[config.mk]
export PLATFORM = sky130hd
export DESIGN_NAME = twiddle_sequencer
export DESIGN_NICKNAME = d
export VERILOG_FILES = /design/src/rtl/twiddle_pkg.sv /design/src/rtl/twiddle_rom.sv /design/src/rtl/twiddle_sequencer.sv
export SDC_FILE = /design/constraint.sdc
export NUM_CORES = 1
export LEC_CHECK = 0
export ABC_AREA = 1
export CORE_ASPECT_RATIO = 2
export CORE_UTILIZATION = 45
export DETAILED_ROUTE_END_ITERATION = 8
export PLACE_DENSITY = 0.75
export REMOVE_ABC_BUFFERS = 1
export SLEW_MARGIN = 20
export SYNTH_ARGS = -nofsm -noshare
export SYNTH_HDL_FRONTEND = slang
export SYNTH_SLANG_ARGS = --single-unit
[constraint.sdc]
create_clock -name clk -period 5.29 [get_ports clk]
set_input_delay 0.529 -clock clk [delete_from_list [all_inputs] [get_ports clk]]
set_output_delay 0.529 -clock clk [all_outputs]
set_load 0.02 [all_outputs]
[src/rtl/twiddle_pkg.sv]
// Shared types and elaboration-time helpers for the twiddle-factor sequencer.
// Twiddle values are rounded half away from zero onto a Q1.(WIDTH-1) grid.
package twiddle_pkg;

  typedef enum logic [0:0] {StIdle, StRun} state_e;

  localparam int unsigned DefLog2n = 4;
  localparam int unsigned N        = 1 << DefLog2n;
  localparam int unsigned NHalf    = N / 2;

  localparam real Pi = 3.14159265358979323846;

  // +1.0 maps to 2^(width-1)-1 so that the positive full scale stays representable.
  function automatic int q_round(real x, int unsigned width);
    real scaled;
    scaled = x * $itor((1 << (width - 1)) - 1);
    if (scaled >= 0.0) return $rtoi(scaled + 0.5);
    return -$rtoi(0.5 - scaled);
  endfunction

  // One table entry: real part cos(2*pi*k/N), imaginary part -sin(2*pi*k/N).
  function automatic int twiddle_entry(int unsigned k, int unsigned log2n, int unsigned width,
                                       bit imag);
    real ang;
    ang = 2.0 * Pi * $itor(k) / $itor(1 << log2n);
    if (imag) return q_round(-$sin(ang), width);
    return q_round($cos(ang), width);
  endfunction

endpackage

[src/rtl/twiddle_rom.sv]
// Combinational twiddle lookup k -> (wr, wi), tables built at elaboration time.
// TWIDDLE_QUARTER_ROM_EN selects a quarter-wave cosine table; outputs are identical.
module twiddle_rom
  import twiddle_pkg::*;
#(
  parameter int unsigned WIDTH = 16,
  parameter int unsigned LOG2N = 4
) (
  input  logic [LOG2N-2:0] k,
  output logic [WIDTH-1:0] wr,
  output logic [WIDTH-1:0] wi
);

`ifdef TWIDDLE_QUARTER_ROM_EN
  localparam int unsigned NQuarter = (1 << LOG2N) / 4;

  logic signed [WIDTH-1:0] cos_tab [NQuarter+1];

  for (genvar i = 0; i <= NQuarter; i++) begin : g_cos
    localparam int C = twiddle_entry(i, LOG2N, WIDTH, 1'b0);
    assign cos_tab[i] = WIDTH'(C);
  end

  logic [LOG2N-2:0] r_idx;
  logic [LOG2N-2:0] mirror_idx;

  // k < N/2, so the top bit of k alone says whether k falls in the second quadrant.
  always_comb begin
    r_idx      = {1'b0, k[LOG2N-3:0]};
    mirror_idx = (LOG2N-1)'(NQuarter) - r_idx;
    if (!k[LOG2N-2]) begin
      wr = cos_tab[r_idx];
      wi = -cos_tab[mirror_idx];
    end else begin
      wr = -cos_tab[mirror_idx];
      wi = -cos_tab[r_idx];
    end
  end
`else
  localparam int unsigned NHalfPts = (1 << LOG2N) / 2;

  logic [WIDTH-1:0] wr_tab [NHalfPts];
  logic [WIDTH-1:0] wi_tab [NHalfPts];

  for (genvar i = 0; i < NHalfPts; i++) begin : g_full
    localparam int Wr = twiddle_entry(i, LOG2N, WIDTH, 1'b0);
    localparam int Wi = twiddle_entry(i, LOG2N, WIDTH, 1'b1);
    assign wr_tab[i] = WIDTH'(Wr);
    assign wi_tab[i] = WIDTH'(Wi);
  end

  assign wr = wr_tab[k];
  assign wi = wi_tab[k];
`endif

endmodule

[src/rtl/twiddle_sequencer.sv]
// Streams the twiddle for every butterfly of an N-point radix-2 DIT FFT, stage by stage.
// Build option TWIDDLE_QUARTER_ROM_EN (inside twiddle_rom) picks the quarter-wave table.
module twiddle_sequencer
  import twiddle_pkg::*;
#(
  parameter int unsigned WIDTH = 16,
  parameter int unsigned LOG2N = 4
) (
  input  logic                     clk,
  input  logic                     rst,
  input  logic                     start,
  output logic                     out_valid,
  input  logic                     out_ready,
  output logic [WIDTH-1:0]         out_wr,
  output logic [WIDTH-1:0]         out_wi,
  output logic [LOG2N-2:0]         out_k,
  output logic [$clog2(LOG2N)-1:0] out_stage,
  output logic [LOG2N-2:0]         out_idx,
  output logic                     out_last,
  output logic                     busy,
  output logic                     done
);

  localparam int unsigned NPts  = 1 << LOG2N;
  localparam int unsigned NHlf  = NPts / 2;
  localparam int unsigned KW    = LOG2N - 1;
  localparam int unsigned SW    = $clog2(LOG2N);

  state_e state_q, state_d;

  logic             valid_q, last_q, done_q;
  logic [WIDTH-1:0] wr_q, wi_q;
  logic [KW-1:0]    k_q, idx_q;
  logic [SW-1:0]    stage_q;

  logic             accept, cur_last, load, clear, done_d, last_d;
  logic [SW-1:0]    stage_d;
  logic [KW-1:0]    idx_d, k_d, idx_mask;
  logic [WIDTH-1:0] rom_wr, rom_wi;

  // In RUN the register always holds a valid word, so acceptance is the only load trigger.
  assign accept   = valid_q & out_ready;
  assign cur_last = (stage_q == SW'(LOG2N - 1)) && (idx_q == KW'(NHlf - 1));

  always_ff @(posedge clk) begin
    if (rst) state_q <= StIdle;
    else     state_q <= state_d;
  end

  always_comb begin
    state_d = state_q;
    unique case (state_q)
      StIdle: if (start) state_d = StRun;
      StRun:  if (accept && cur_last) state_d = StIdle;
      default: state_d = StIdle;
    endcase
  end

  always_comb begin
    load    = 1'b0;
    clear   = 1'b0;
    done_d  = 1'b0;
    stage_d = stage_q;
    idx_d   = idx_q;
    unique case (state_q)
      StIdle: begin
        if (start) begin
          load    = 1'b1;
          stage_d = '0;
          idx_d   = '0;
        end
      end
      StRun: begin
        if (accept) begin
          if (cur_last) begin
            clear  = 1'b1;
            done_d = 1'b1;
          end else begin
            load = 1'b1;
            if (idx_q == KW'(NHlf - 1)) begin
              idx_d   = '0;
              stage_d = stage_q + SW'(1);
            end else begin
              idx_d = idx_q + KW'(1);
            end
          end
        end
      end
      default: ;
    endcase
  end

  // k = (b mod 2^s) << (LOG2N-1-s)
  always_comb begin
    idx_mask = KW'((32'd1 << stage_d) - 32'd1);
    k_d      = (idx_d & idx_mask) << (KW - 32'(stage_d));
    last_d   = (stage_d == SW'(LOG2N - 1)) && (idx_d == KW'(NHlf - 1));
  end

  twiddle_rom #(
    .WIDTH(WIDTH),
    .LOG2N(LOG2N)
  ) u_rom (
    .k (k_d),
    .wr(rom_wr),
    .wi(rom_wi)
  );

  always_ff @(posedge clk) begin
    if (rst) begin
      valid_q <= 1'b0;
      last_q  <= 1'b0;
      done_q  <= 1'b0;
      wr_q    <= '0;
      wi_q    <= '0;
      k_q     <= '0;
      stage_q <= '0;
      idx_q   <= '0;
    end else begin
      done_q <= done_d;
      if (load) begin
        valid_q <= 1'b1;
        last_q  <= last_d;
        wr_q    <= rom_wr;
        wi_q    <= rom_wi;
        k_q     <= k_d;
        stage_q <= stage_d;
        idx_q   <= idx_d;
      end else if (clear) begin
        valid_q <= 1'b0;
        last_q  <= 1'b0;
      end
    end
  end

  assign out_valid = valid_q;
  assign out_wr    = wr_q;
  assign out_wi    = wi_q;
  assign out_k     = k_q;
  assign out_stage = stage_q;
  assign out_idx   = idx_q;
  assign out_last  = last_q;
  assign busy      = (state_q == StRun);
  assign done      = done_q;

endmodule

==> out/results.txt <==
postcts setup bufs: 0
fin crit share: 0.536
max-cap violations: 0
Hold WC Path Type: reg2reg
initial antenna violation count: 0
fin nets: 289
Cell Area, Synth: 1790 sq um
WP data arrival: 3.03 ns
reg2reg end: out_wr[5]
outcome: finished clean
ANT cells: 0
Setup Skew: 0.00414 ns
Die X-Extent: 46.6 um
via count: 1597
Leak: 0.989 nW
relative slew slack: 0.448
Die ar.: 4260 sq um
sequential fraction of the synthesis area: 0.346
WP buf/inv: 1
dpl hpwl: 3120 um
register area: 621 sq um
commonest non-fill, non-tap cell in the layout: nand2_1
Worst R2R Path Depth: 14
die height: 91.3 um
hold depth: 2
global-route wire length before repair: 6580 um
TritonCTS clock tree: done
Placer Congestion: 0.857
Final min period: 2.84 ns
Max IR drop VDD: 0.000240 V
f_max: 353 MHz
Hold Vio Cnt, Final: 0
Multi-input gate area: 926 sq um
CP Max Fanout: 26
per-cell routed wire length: 12.3 um
iteration-0 DRC count of the detailed router: 32
Final Max Tran Viols: 0
Worst Setup Start Kind: register
Worst-Margin Slew: 0.825 ns
Worst Hold Endpoint: out_wr[7]
worst flop-to-flop path startpoint: out_idx[0]
worst path cell trace: ha_1 > ha_1 > nand2_2 > nand3_2 > nand2_4 > o21ai_2 > nand2_2 > nor2_4 > inv_2 > ha_1 > or2_2 > nand2_2 > nand2_1 > a21oi_1
Sink Count: 31
H-tree depth: 2
post-detailed-route count of antenna-violating nets: 0
total track usage: 0.214
register-to-register setup slack: 2.45 ns
IO Count: 48
Syn Inst Count: 242
crit-path leading delay family: simple AND/OR/NAND/NOR gates
clock transition at the registers of the reported paths: 0.06 ns
Initial DRT Pass Iterations: 4
port bufs: 46
area grow syn2layout: 26.7%
Core Area: 3840 sq um
CTS Buf Count: 5
largest net degree at the start of global routing: 27
Setup CP Type: reg2reg
number of cells on the critical path: 14
unrepaired setup endpoints after global routing: no
Post-synth EDFFs: 0
commonest cells after routing, fill and taps aside: nand2_1, clkdlybuf4s50_1, dfxtp_1, inv_1, nor2_1
PwrDens: 245 nW/um^2
# fillers: 393
hold_ws: 0.470 ns
fraction of registers with async set/reset: 0
Synth Warn #: 0
Worst EP required: 5.49 ns
row count: 32
CTS Hold Bufs: 0
Max stage delay on crit path: 0.40 ns
root buffer cell: clkbuf_8
Post-route DRC: 0
Starting Density: 0.466
syn avg cell area: 7.41 sq um
slowest library cell on the worst path: dfxtp_1
number of distinct library cells after synthesis: 33
vias in the first global route: 1517
CTS Buffer Depth: 2
vias per cell: 4.90
Clk Latency, worst-skew pair: 0.28 ns
Fin Setup TNS: 0 ns
number of synthesized register bits: 31
final wirelength: 4010 um
Post-CTS Resized: 0
layout cells sized above 1: 0.149
final setup vio count: 0
endpoint type of the worst setup path: register
most used flip-flop cell after synthesis: dfxtp_1
total grt overflow: 0
Hold Crit Start: out_wr[7]
cell usage after synthesis (2+ instances only):
library cell | number | area share
inv_2 | 5 | 0.010
clkbuf_1 | 2 | 0.0042
a21oi_1 | 16 | 0.045
ha_1 | 10 | 0.070
dfxtp_1 | 31 | 0.35
nand2_4 | 4 | 0.025
a21oi_2 | 2 | 0.0098
nor2_4 | 2 | 0.013
nand3_1 | 13 | 0.036
nand2_1 | 52 | 0.11
o21ai_0 | 10 | 0.028
o211ai_1 | 2 | 0.0084
inv_1 | 25 | 0.052
nor3_2 | 2 | 0.011
nand3_2 | 5 | 0.028
nand2_2 | 10 | 0.035
nor2_1 | 18 | 0.038
nand4_1 | 3 | 0.010
nand3b_1 | 2 | 0.0084
buf_2 | 2 | 0.0056
buf_4 | 14 | 0.059
how the worst max path moves through the flow:
stage                     slack (ns)   endpoint        from
after global placement          2.41  out_wr[5]   out_ready
after detailed placement        2.34  out_wr[5]   out_ready
after global routing            2.22  out_wr[5]  out_idx[0]
after CTS                       2.45  out_wr[5]  out_idx[0]
after floorplan                 2.67  out_wr[5]  out_idx[0]
final                           2.45  out_wr[5]  out_idx[0]
final cells by class:
type / instances / share of cell area
sequential: 31 / 0.273
tap: 51 / 0.0281
clock inverter: 1 / 0.00220
multi-input combinational: 161 / 0.408
inverter: 30 / 0.0496
clock buffer: 6 / 0.0364
timing repair buffer: 46 / 0.203
state kept, by name (all words and copies together), names as in the netlist:
| name | count |
|---|---|
| busy | 1 |
| out_idx | 3 |
| done | 1 |
| out_valid | 1 |
| out_last | 1 |
| out_stage | 2 |
| out_wr | 11 |
| out_wi | 8 |
| out_k | 3 |
worst register-to-register path, stage by stage, from the launching register on:
cell and delay, ns:
dfxtp_1 0.40, ha_1 0.17, ha_1 0.31, nand2_2 0.15, nand3_2 0.12, nand2_4 0.18
o21ai_2 0.19, nand2_2 0.10, nor2_4 0.18, inv_2 0.10, ha_1 0.32, or2_2 0.31
nand2_2 0.07, nand2_1 0.05, a21oi_1 0.11
routing by layer:
layer | global-route usage | up-vias | share of wire
met5 | 0 | - | 0
met4 | 0.112 | 0 | 0.025
met3 | 0.0417 | 7 | 0.033
met2 | 0.389 | 34 | 0.58
met1 | 0.204 | 737 | 0.36
li1 | - | 819 | -
per-stage QoR:
stage | utilization | area, sq um | setup slack (ns) | instances | power [mW]
global route | 0.591 | 2270 | 2.22 | 326 | 0.580
CTS | 0.591 | 2270 | 2.45 | 326 | 0.562
global placement | 0.568 | 2180 | 2.41 | 319 | 0.379
finish | 0.591 | 2270 | 2.45 | 326 | 0.556
floorplan | - | 1660 | 2.67 | 222 | 0.327
detailed placement | 0.568 | 2180 | 2.34 | 319 | 0.380
power by group:
group / switching [mW] / internal [mW] / total (mW)
Clock: 0.0808 / 0.102 / 0.183
Combinational: 0.0673 / 0.0496 / 0.117
Sequential: 0.0102 / 0.247 / 0.257
cells by family after synthesis:
kind of cell             after synthesis  share of synthesized area
adder cells (fa/ha/maj)               10                     0.0698
AO/OA/AOI/OAI                         36                      0.121
flip-flops                            31                      0.346
other                                  1                    0.00209
AND/OR/NAND/NOR                      114                      0.323
buffers and inverters                 50                      0.137
Note: power is estimated with default switching activity, not from simulation.
